**config.mk**
```make
export PLATFORM = sky130hd
export DESIGN_NAME = bch_syndrome_gf10
export DESIGN_NICKNAME = d
export VERILOG_FILES = /design/src/rtl/gf10_pkg.sv /design/src/rtl/gf10_alpha_pow_mult.sv /design/src/rtl/bch_syndrome_gf10.sv
export SDC_FILE = /design/constraint.sdc
export NUM_CORES = 1
export LEC_CHECK = 0
export CAP_MARGIN = 20
export CELL_PAD_IN_SITES_DETAIL_PLACEMENT = 0
export CELL_PAD_IN_SITES_GLOBAL_PLACEMENT = 2
export CORE_UTILIZATION = 32
export DETAILED_ROUTE_END_ITERATION = 12
export PLACE_DENSITY_LB_ADDON = 0.25
export SYNTH_ARGS = -nofsm -noshare
export SYNTH_HDL_FRONTEND = slang
export SYNTH_SLANG_ARGS = --single-unit
```
**constraint.sdc**
```tcl
create_clock -name clk -period 8.1 [get_ports clk]
set_input_delay 1.62 -clock clk [delete_from_list [all_inputs] [get_ports clk]]
set_output_delay 1.62 -clock clk [all_outputs]
set_load 0.01 [all_outputs]
```
**src/rtl/gf10_pkg.sv**
```systemverilog
// GF(2^10) field definitions shared by the BCH syndrome datapath.
// Field generated by p(x) = x^10 + x^3 + 1, so alpha^10 = alpha^3 + 1.
package gf10_pkg;

  localparam int GF_M = 10;
  localparam logic [GF_M:0] GF_POLY = 11'h409;

  typedef logic [GF_M-1:0] gf10_t;

  // Multiply a field element by alpha (i.e. by x), folding x^10 back as x^3 + 1.
  function automatic gf10_t gf10_mul_x(input gf10_t a);
    gf10_t r;
    r = {a[GF_M-2:0], 1'b0};
    if (a[GF_M-1]) begin
      r = r ^ GF_POLY[GF_M-1:0];
    end
    return r;
  endfunction

  // alpha^k as a polynomial-basis vector; intended for elaboration-time constants.
  function automatic gf10_t gf10_alpha_pow(input int k);
    gf10_t v;
    v = gf10_t'(1);
    for (int i = 0; i < k; i++) begin
      v = gf10_mul_x(v);
    end
    return v;
  endfunction

endpackage

```
**src/rtl/gf10_alpha_pow_mult.sv**
```systemverilog
// Constant multiplier: o_p = i_a * alpha^K in GF(2^10).
// Column i of the XOR matrix is alpha^(K+i), so each output bit is the XOR of
// the input bits whose column has a 1 in that position.
module gf10_alpha_pow_mult
  import gf10_pkg::*;
#(
  parameter int K = 1
) (
  input  gf10_t i_a,
  output gf10_t o_p
);

  gf10_t w_term [GF_M];

  for (genvar i = 0; i < GF_M; i++) begin : g_col
    localparam gf10_t COL = gf10_alpha_pow(K + i);
    assign w_term[i] = i_a[i] ? COL : '0;
  end

  // XOR the selected columns together.
  always_comb begin
    o_p = '0;
    for (int i = 0; i < GF_M; i++) begin
      o_p = o_p ^ w_term[i];
    end
  end

endmodule

```
**src/rtl/bch_syndrome_gf10.sv**
```systemverilog
// Serial BCH syndrome generator over GF(2^10).
// Bits arrive highest degree first; each S_j is updated by Horner's rule
// S_j <= S_j * alpha^j + r_i. After N bits the set is held until taken.
module bch_syndrome_gf10
  import gf10_pkg::*;
#(
  parameter int N = 1023,
  parameter int T = 8
) (
  input  logic                clk,
  input  logic                rst,
  input  logic                in_valid,
  input  logic                in_bit,
  output logic                in_ready,
  output logic                synd_valid,
  output logic [GF_M*2*T-1:0] synd,
  output logic                err_detect,
  input  logic                out_ready
);

  localparam int NS = 2 * T;
  localparam logic [9:0] CNT_LAST = 10'(N - 1);

  typedef enum logic {
    ST_RUN  = 1'b0,
    ST_HOLD = 1'b1
  } state_t;

  state_t     r_state;
  logic [9:0] r_cnt;
  logic       r_in_ready;
  logic       r_synd_valid;
  logic       r_err;
  gf10_t      r_synd [NS];

  gf10_t      w_mult [NS];
  gf10_t      w_next [NS];
  logic       w_acc;
  logic       w_last;
  logic       w_any;

  assign w_acc  = in_valid & r_in_ready;
  assign w_last = w_acc & (r_cnt == CNT_LAST);

  for (genvar j = 0; j < NS; j++) begin : g_synd
    gf10_alpha_pow_mult #(.K(j + 1)) u_mul (
      .i_a (r_synd[j]),
      .o_p (w_mult[j])
    );
    assign synd[GF_M*j +: GF_M] = r_synd[j];
  end

  // Next Horner value per syndrome; the first bit of a frame overwrites the old set.
  always_comb begin
    w_any = 1'b0;
    for (int j = 0; j < NS; j++) begin
      if (r_cnt == '0) begin
        w_next[j] = {{(GF_M-1){1'b0}}, in_bit};
      end else begin
        w_next[j] = w_mult[j] ^ {{(GF_M-1){1'b0}}, in_bit};
      end
      w_any = w_any | (|w_next[j]);
    end
  end

  // Frame sequencing: count accepted bits, hold the result until the handshake.
  always_ff @(posedge clk or posedge rst) begin
    if (rst) begin
      r_state      <= ST_RUN;
      r_cnt        <= '0;
      r_in_ready   <= 1'b1;
      r_synd_valid <= 1'b0;
      r_err        <= 1'b0;
    end else begin
      case (r_state)
        ST_RUN: begin
          if (w_last) begin
            r_cnt        <= '0;
            r_state      <= ST_HOLD;
            r_in_ready   <= 1'b0;
            r_synd_valid <= 1'b1;
            r_err        <= w_any;
          end else if (w_acc) begin
            r_cnt <= r_cnt + 10'd1;
          end
        end
        ST_HOLD: begin
          if (r_synd_valid && out_ready) begin
            r_state      <= ST_RUN;
            r_in_ready   <= 1'b1;
            r_synd_valid <= 1'b0;
          end
        end
        default: begin
          r_state <= ST_RUN;
        end
      endcase
    end
  end

  // Syndrome registers advance only on an accepted bit.
  always_ff @(posedge clk or posedge rst) begin
    if (rst) begin
      for (int j = 0; j < NS; j++) begin
        r_synd[j] <= '0;
      end
    end else if (w_acc) begin
      for (int j = 0; j < NS; j++) begin
        r_synd[j] <= w_next[j];
      end
    end
  end

  assign in_ready   = r_in_ready;
  assign synd_valid = r_synd_valid;
  assign err_detect = r_err;

endmodule

```
Word level (Yosys, flattened, before mapping). Cells that the tools add are included. Widths: inputs -> output; s select.

Reduce and logical (&&, ||, !) cells: 22. Bitwise operators: 178. Mux-type cells: 187. Eq/ne operators: 3. $add $sub $neg: 1.

Operator list (number): $xor 10x10->10 (144); $mux 10 (47); $mux 9 (30); $mux 8 (31); $reduce_or 10->1 (16); $xor 10x1->10 (16); $mux 7 (22); $mux 6 (16); $mux 5 (16); $mux 4 (13); $or 1x1->1 (15); $add 10x1->10 const B (1); $eq 10x10->1 const B (1); $logic_not 10->1 (1); $mux 1 (6); $mux 3 (2); $pmux 1 s2 (3); $reduce_and 2->1 (3); $and 1x1->1 (2); $mux 2 (1); $ne 2x1->1 const B (1); $ne 2x2->1 const B (1); $reduce_bool 2->1 (1); $logic_and 1x1->1 (1); $not 1->1 (1).

Word-level logic and storage cells: 412. Register bits: 174. Output and inout port bits: 163. Input bits: 5.

Logic depth before layout (Yosys ltp).
Depth in word-level cells: 28. Mapped depth: 9. Gate-level depth less buffers: 8.

Hierarchy. A second synthesis with hierarchy kept.

Cell total of the unflattened synthesis: 1013. Area, all modules: 9251.4 um^2.

By module, submodules not included: bch_syndrome_gf10 (cells each 853, sequential area each 4355.4 um^2, instances 1, area an instance 7500.9 um^2); gf10_alpha_pow_mult (g_synd[10].u_mul ...) (cells each 10, sequential area each 0.0 um^2, instances 5, area an instance 132.6 um^2); gf10_alpha_pow_mult (g_synd[15].u_mul) (cells each 10, sequential area each 0.0 um^2, instances 1, area an instance 162.7 um^2); gf10_alpha_pow_mult (g_synd[14].u_mul) (cells each 10, sequential area each 0.0 um^2, instances 1, area an instance 147.6 um^2); gf10_alpha_pow_mult (g_synd[8].u_mul) (cells each 10, sequential area each 0.0 um^2, instances 1, area an instance 116.4 um^2); gf10_alpha_pow_mult (g_synd[7].u_mul) (cells each 10, sequential area each 0.0 um^2, instances 1, area an instance 100.1 um^2); gf10_alpha_pow_mult (g_synd[6].u_mul) (cells each 10, sequential area each 0.0 um^2, instances 1, area an instance 83.8 um^2); gf10_alpha_pow_mult (g_synd[5].u_mul) (cells each 10, sequential area each 0.0 um^2, instances 1, area an instance 82.6 um^2); gf10_alpha_pow_mult (g_synd[4].u_mul) (cells each 10, sequential area each 0.0 um^2, instances 1, area an instance 81.3 um^2); gf10_alpha_pow_mult (g_synd[3].u_mul) (cells each 10, sequential area each 0.0 um^2, instances 1, area an instance 80.1 um^2); gf10_alpha_pow_mult (g_synd[2].u_mul) (cells each 10, sequential area each 0.0 um^2, instances 1, area an instance 78.8 um^2); gf10_alpha_pow_mult (g_synd[1].u_mul) (cells each 10, sequential area each 0.0 um^2, instances 1, area an instance 77.6 um^2); gf10_alpha_pow_mult (g_synd[0].u_mul) (cells each 10, sequential area each 0.0 um^2, instances 1, area an instance 76.3 um^2).

Worst setup path after synthesis. OpenSTA, ideal clock, no wires.

Kind: input port to flip-flop. Start: in in_bit. End: reg r_synd, in the netlist synd[130]. Arrival time: 2.801 ns. Path slack: 5.163 ns. Buffers on the path: 3. Setup time: 0.136 ns. Stages on the path: 5. Data required time: 7.964 ns. Cells stage by stage: clkbuf_1 > clkbuf_1 > buf_2 > xnor2_1 > o21ai_0.

Cells in the longest elaborated chain, start to end: 2.

RTL lines: start: declaration (line bch_syndrome_gf10.sv:13) `input logic in_bit,`; $xor 10x1->10 (line bch_syndrome_gf10.sv:60) `w_next[j] = w_mult[j] ^ {{(GF_M-1){1'b0}}, in_bit};`; $mux 10 (*) (line bch_syndrome_gf10.sv:57) `if (r_cnt == '0) begin`; end signal: indexed assignment (line bch_syndrome_gf10.sv:109) `r_synd[j] <= w_next[j];`; end: declaration (line bch_syndrome_gf10.sv:34) `gf10_t r_synd [NS];`.

Mark *: on every way between the ends. The rest lies on a longest branch, timed or not. A chain may end at the register's enable or synchronous reset.

Final worst setup path.
Start: in in_valid. End: reg r_cnt[6].

Cells in the longest elaborated chain, start to end: 4. Elaborated cells on any way between the ends: 5. Those cells by class: 1 x mux; 2 x bitwise; 2 x reduce/logical.

RTL lines: start: declaration (line bch_syndrome_gf10.sv:12) `input logic in_valid,`; $and 1x1->1 (*) (line bch_syndrome_gf10.sv:42) `assign w_acc = in_valid & r_in_ready;`; $and 1x1->1 (line bch_syndrome_gf10.sv:43) `assign w_last = w_acc & (r_cnt == CNT_LAST);`; $reduce_bool 2->1 (no line); $reduce_and 2->1 (no line); end signal: assignment (line bch_syndrome_gf10.sv:84) `r_cnt <= r_cnt + 10'd1;`; end: declaration (line bch_syndrome_gf10.sv:30) `logic [9:0] r_cnt;`.

Marks and branches as above.

==> results.toml <==
[clock_tree]
clkLatencyLatePin_ns = 0.44
cts_max_path_buffers = 2
cts-hold-fix-buffers = 0
cts_tree = "yes"
clock_sinks = 174
clock-root-buffer = "clkbuf_16"
cts_buffers = 17
post_cts.repair.setup_buffers = 0
clk_pin_slew_ns = 0.08
h-tree-depth = 4
cts_resized = 0

[floorplan]
initial_utilization_pct = 32.63
io_pins = 168
rows = 61
dieHeight_um = 170.8
die-area_um2 = 29170
fp.dieW_um = 170.8
coreArea_um2 = 27930

[global_route]
antenna_found_initial = 0
gr-total-overflow = 0
grt_max_degree = 98
grt_first_pass_wirelength_um = 44800
grt_pass1_vias = 7208
grt_util_all_layers_pct = 20.57

[routing]
first_iter_violations = 606
vias = 7421
wl_per_cell_um = 19.46
drtAntennaViolNets = 0
vias_per_cell = 4.977
route.detailed.drc = 0
first_pass_iters = 5
wl_um = 29020

[power]
peakVddDrop_v = 0.0001731
power_density_nw_per_um2 = 457.9
leakagePower_nw = 4.682

[timing]
setup_slack_ns = 4.112
fin_skew_ns = 0.01110
rsz0062_at_grt = "false"
finalHoldViolations = 0
slew_violations = 0
totalNegativeSetupSlack_ns = 0
tightestPinTransition_ns = 1.028
period_minus_slack_ns = 3.988
max_slew_margin_pct = 31.49
max_freq_ghz = 0.2508
min_period_over_period_pct = 49.23
setup_violations = 0

[hold_path]
min_path_type = "flip-flop to flip-flop"
hp-start = "synd[100]"

[setup_path]
regToRegStartpoint = "r_cnt[0]"
crit_path_end = "r_cnt[6]"
crit_arrival_ns = 4.31
start_kind = "input pin"
worstSetupEndpointType = "flip-flop"
r2r_setup_slack_ns = 5.06
path_class = "input pin to flip-flop"
crit_path_max_fanout = 97
rr_endpoint = "err_detect"
reg2regPathDepth = 8
crit_required_ns = 8.42
crit_start = "in_valid"

[layout]
area_growth_pct = 27.64
antenna_cells = 0
drive_gt1_share_pct = 4.762
nNetsFinal = 1108
fillers = 2778

[synth]
synth-simple-area-share_pct = 17.86
synth-seq-cells = 174
synth_mux_area_share_pct = 0.3294
synth_top_flop_cell = "dfrtp_1"
yosysWarnings = 0
ys_types = 47
synth_most_common_cell = "nand2_1"
ys_top_cells_by_count = "nand2_1 (243), dfrtp_1 (173), xnor2_1 (109)"
avgSynthCellArea_um2 = 9.360
synth_cells = 974
synth_edf_count = 0
synth_compound_area_share_pct = 14.48
synth_area_leaders = "dfrtp_1 (47%), xnor2_1 (10%), nand2_1 (10%)"
synth_top_family_by_area = "simple AND/OR/NAND/NOR gates"
synthAdderAreaFrac_pct = 0.4117
netlist.area_leader.share_pct = 47.49
async_flop_share_pct = 100.0
synth_xor_area_share_pct = 15.54
synth_top_area_cell = "dfrtp_1"
syn_area_um2 = 9116
synth-seq-area-share_pct = 47.78
synth_fp_nets = 982

[placed_design]
gp_routability_congestion = 0.7598
post-dp-hpwl_um = 19980
numPortBuffers = 167
pre_cts_ws_ns = 3.645

[run_status]
outcome = "completed"

[job]
cap_violations = 0
## cells by family after synthesis
kind of cell    after synthesis
compound gates              207
xor+xnor                    138
fa+ha+maj                     3
flops                       174
simple gates                370
buf+inv                      79
mux                           3
## state kept, by name, indices dropped and copies added, names as in the netlist
| register | count |
|---|---|
| err_detect | 1 |
| in_ready | 1 |
| r_cnt | 10 |
| r_state | 1 |
| synd | 160 |
| synd_valid | 1 |
## cell usage in the layout, fill, tap and decap left out, drive strengths merged, types with 3 or more instances in the layout
| master | Yosys | layout |
|---|---|---|
| dfrtp | 173 | 173 |
| nand4 | 22 | 22 |
| nand2 | 243 | 243 |
| and2 | 3 | 3 |
| nor3 | 20 | 20 |
| or3 | 5 | 5 |
| nor4 | 18 | 18 |
| nand3 | 12 | 12 |
| clkinv | 0 | 5 |
| buf | 16 | 10 |
| mux2i | 3 | 3 |
| and3 | 12 | 12 |
| a21oi | 9 | 9 |
| xnor3 | 14 | 14 |
| clkbuf | 54 | 17 |
| o21ai | 101 | 101 |
| inv | 9 | 18 |
| xor2 | 14 | 14 |
| nor2 | 27 | 27 |
| xnor2 | 109 | 109 |
| o31ai | 75 | 75 |
| o22ai | 7 | 7 |
| ha | 3 | 3 |
| clkdlybuf4s50 | 0 | 167 |
## final cells by class
| class | count | area, um^2 | share of cell area (%) |
|---|---|---|---|
| inverter | 9 | 38.79 | 0.3333 |
| timing repair buffer | 177 | 1747 | 15.01 |
| multi-input combinational | 721 | 4449 | 38.24 |
| sequential | 174 | 4355 | 37.43 |
| tap | 378 | 473.0 | 4.065 |
| clock inverter | 15 | 147.6 | 1.269 |
| clock buffer | 17 | 425.4 | 3.656 |
## worst min path at each step
| stage | end | slack, ns | cells after the start |
|---|---|---|---|
| 3_5_place_dp | synd[20] | 0.52 | 2 |
| 5_1_grt | in_ready | 0.56 | 2 |
| 6_report | synd[100] | 0.53 | 2 |
| 4_1_cts | in_ready | 0.53 | 2 |
| 2_1_floorplan | synd_valid | 0.48 | 1 |
| 3_3_place_gp | synd[20] | 0.51 | 2 |
## through the flow
step | cells | utilization, % | hold slack, ns | instance area [um^2] | power, mW
2_1_floorplan | 974 | - | 0.4791 | 9116 | 3.248
3_3_place_gp | 1459 | 39.60 | 0.5076 | 11060 | 4.535
3_5_place_dp | 1459 | 39.60 | 0.5155 | 11060 | 4.548
4_1_cts | 1491 | 41.66 | 0.5299 | 11640 | 5.390
5_1_grt | 1491 | 41.66 | 0.5590 | 11640 | 5.703
6_report | 1491 | 41.66 | 0.5287 | 11640 | 5.329
## per-layer routing
metal | routed length (um) | global-route usage, %
met4 | 252 | 4.818
met1 | 14100 | 29.85
met3 | 1472 | 3.956
met5 | 0 | 0
met2 | 13200 | 31.36
## critical path, stage by stage
cell and delay [ns]:
clkdlybuf4s50_1 0.48, nand2_4 0.76, buf_4 0.61, nor2_1 0.22
and3_1 0.27, nand4_1 0.11, xor2_1 0.15, nor2_1 0.05
## where the power goes
group          internal (mW)  leakage, nW  switching (mW)
registers               1.24         2.20           0.669
logic                   1.38         2.21            1.23
clock network          0.411        0.280           0.408
(Power assumes the default switching activity.)
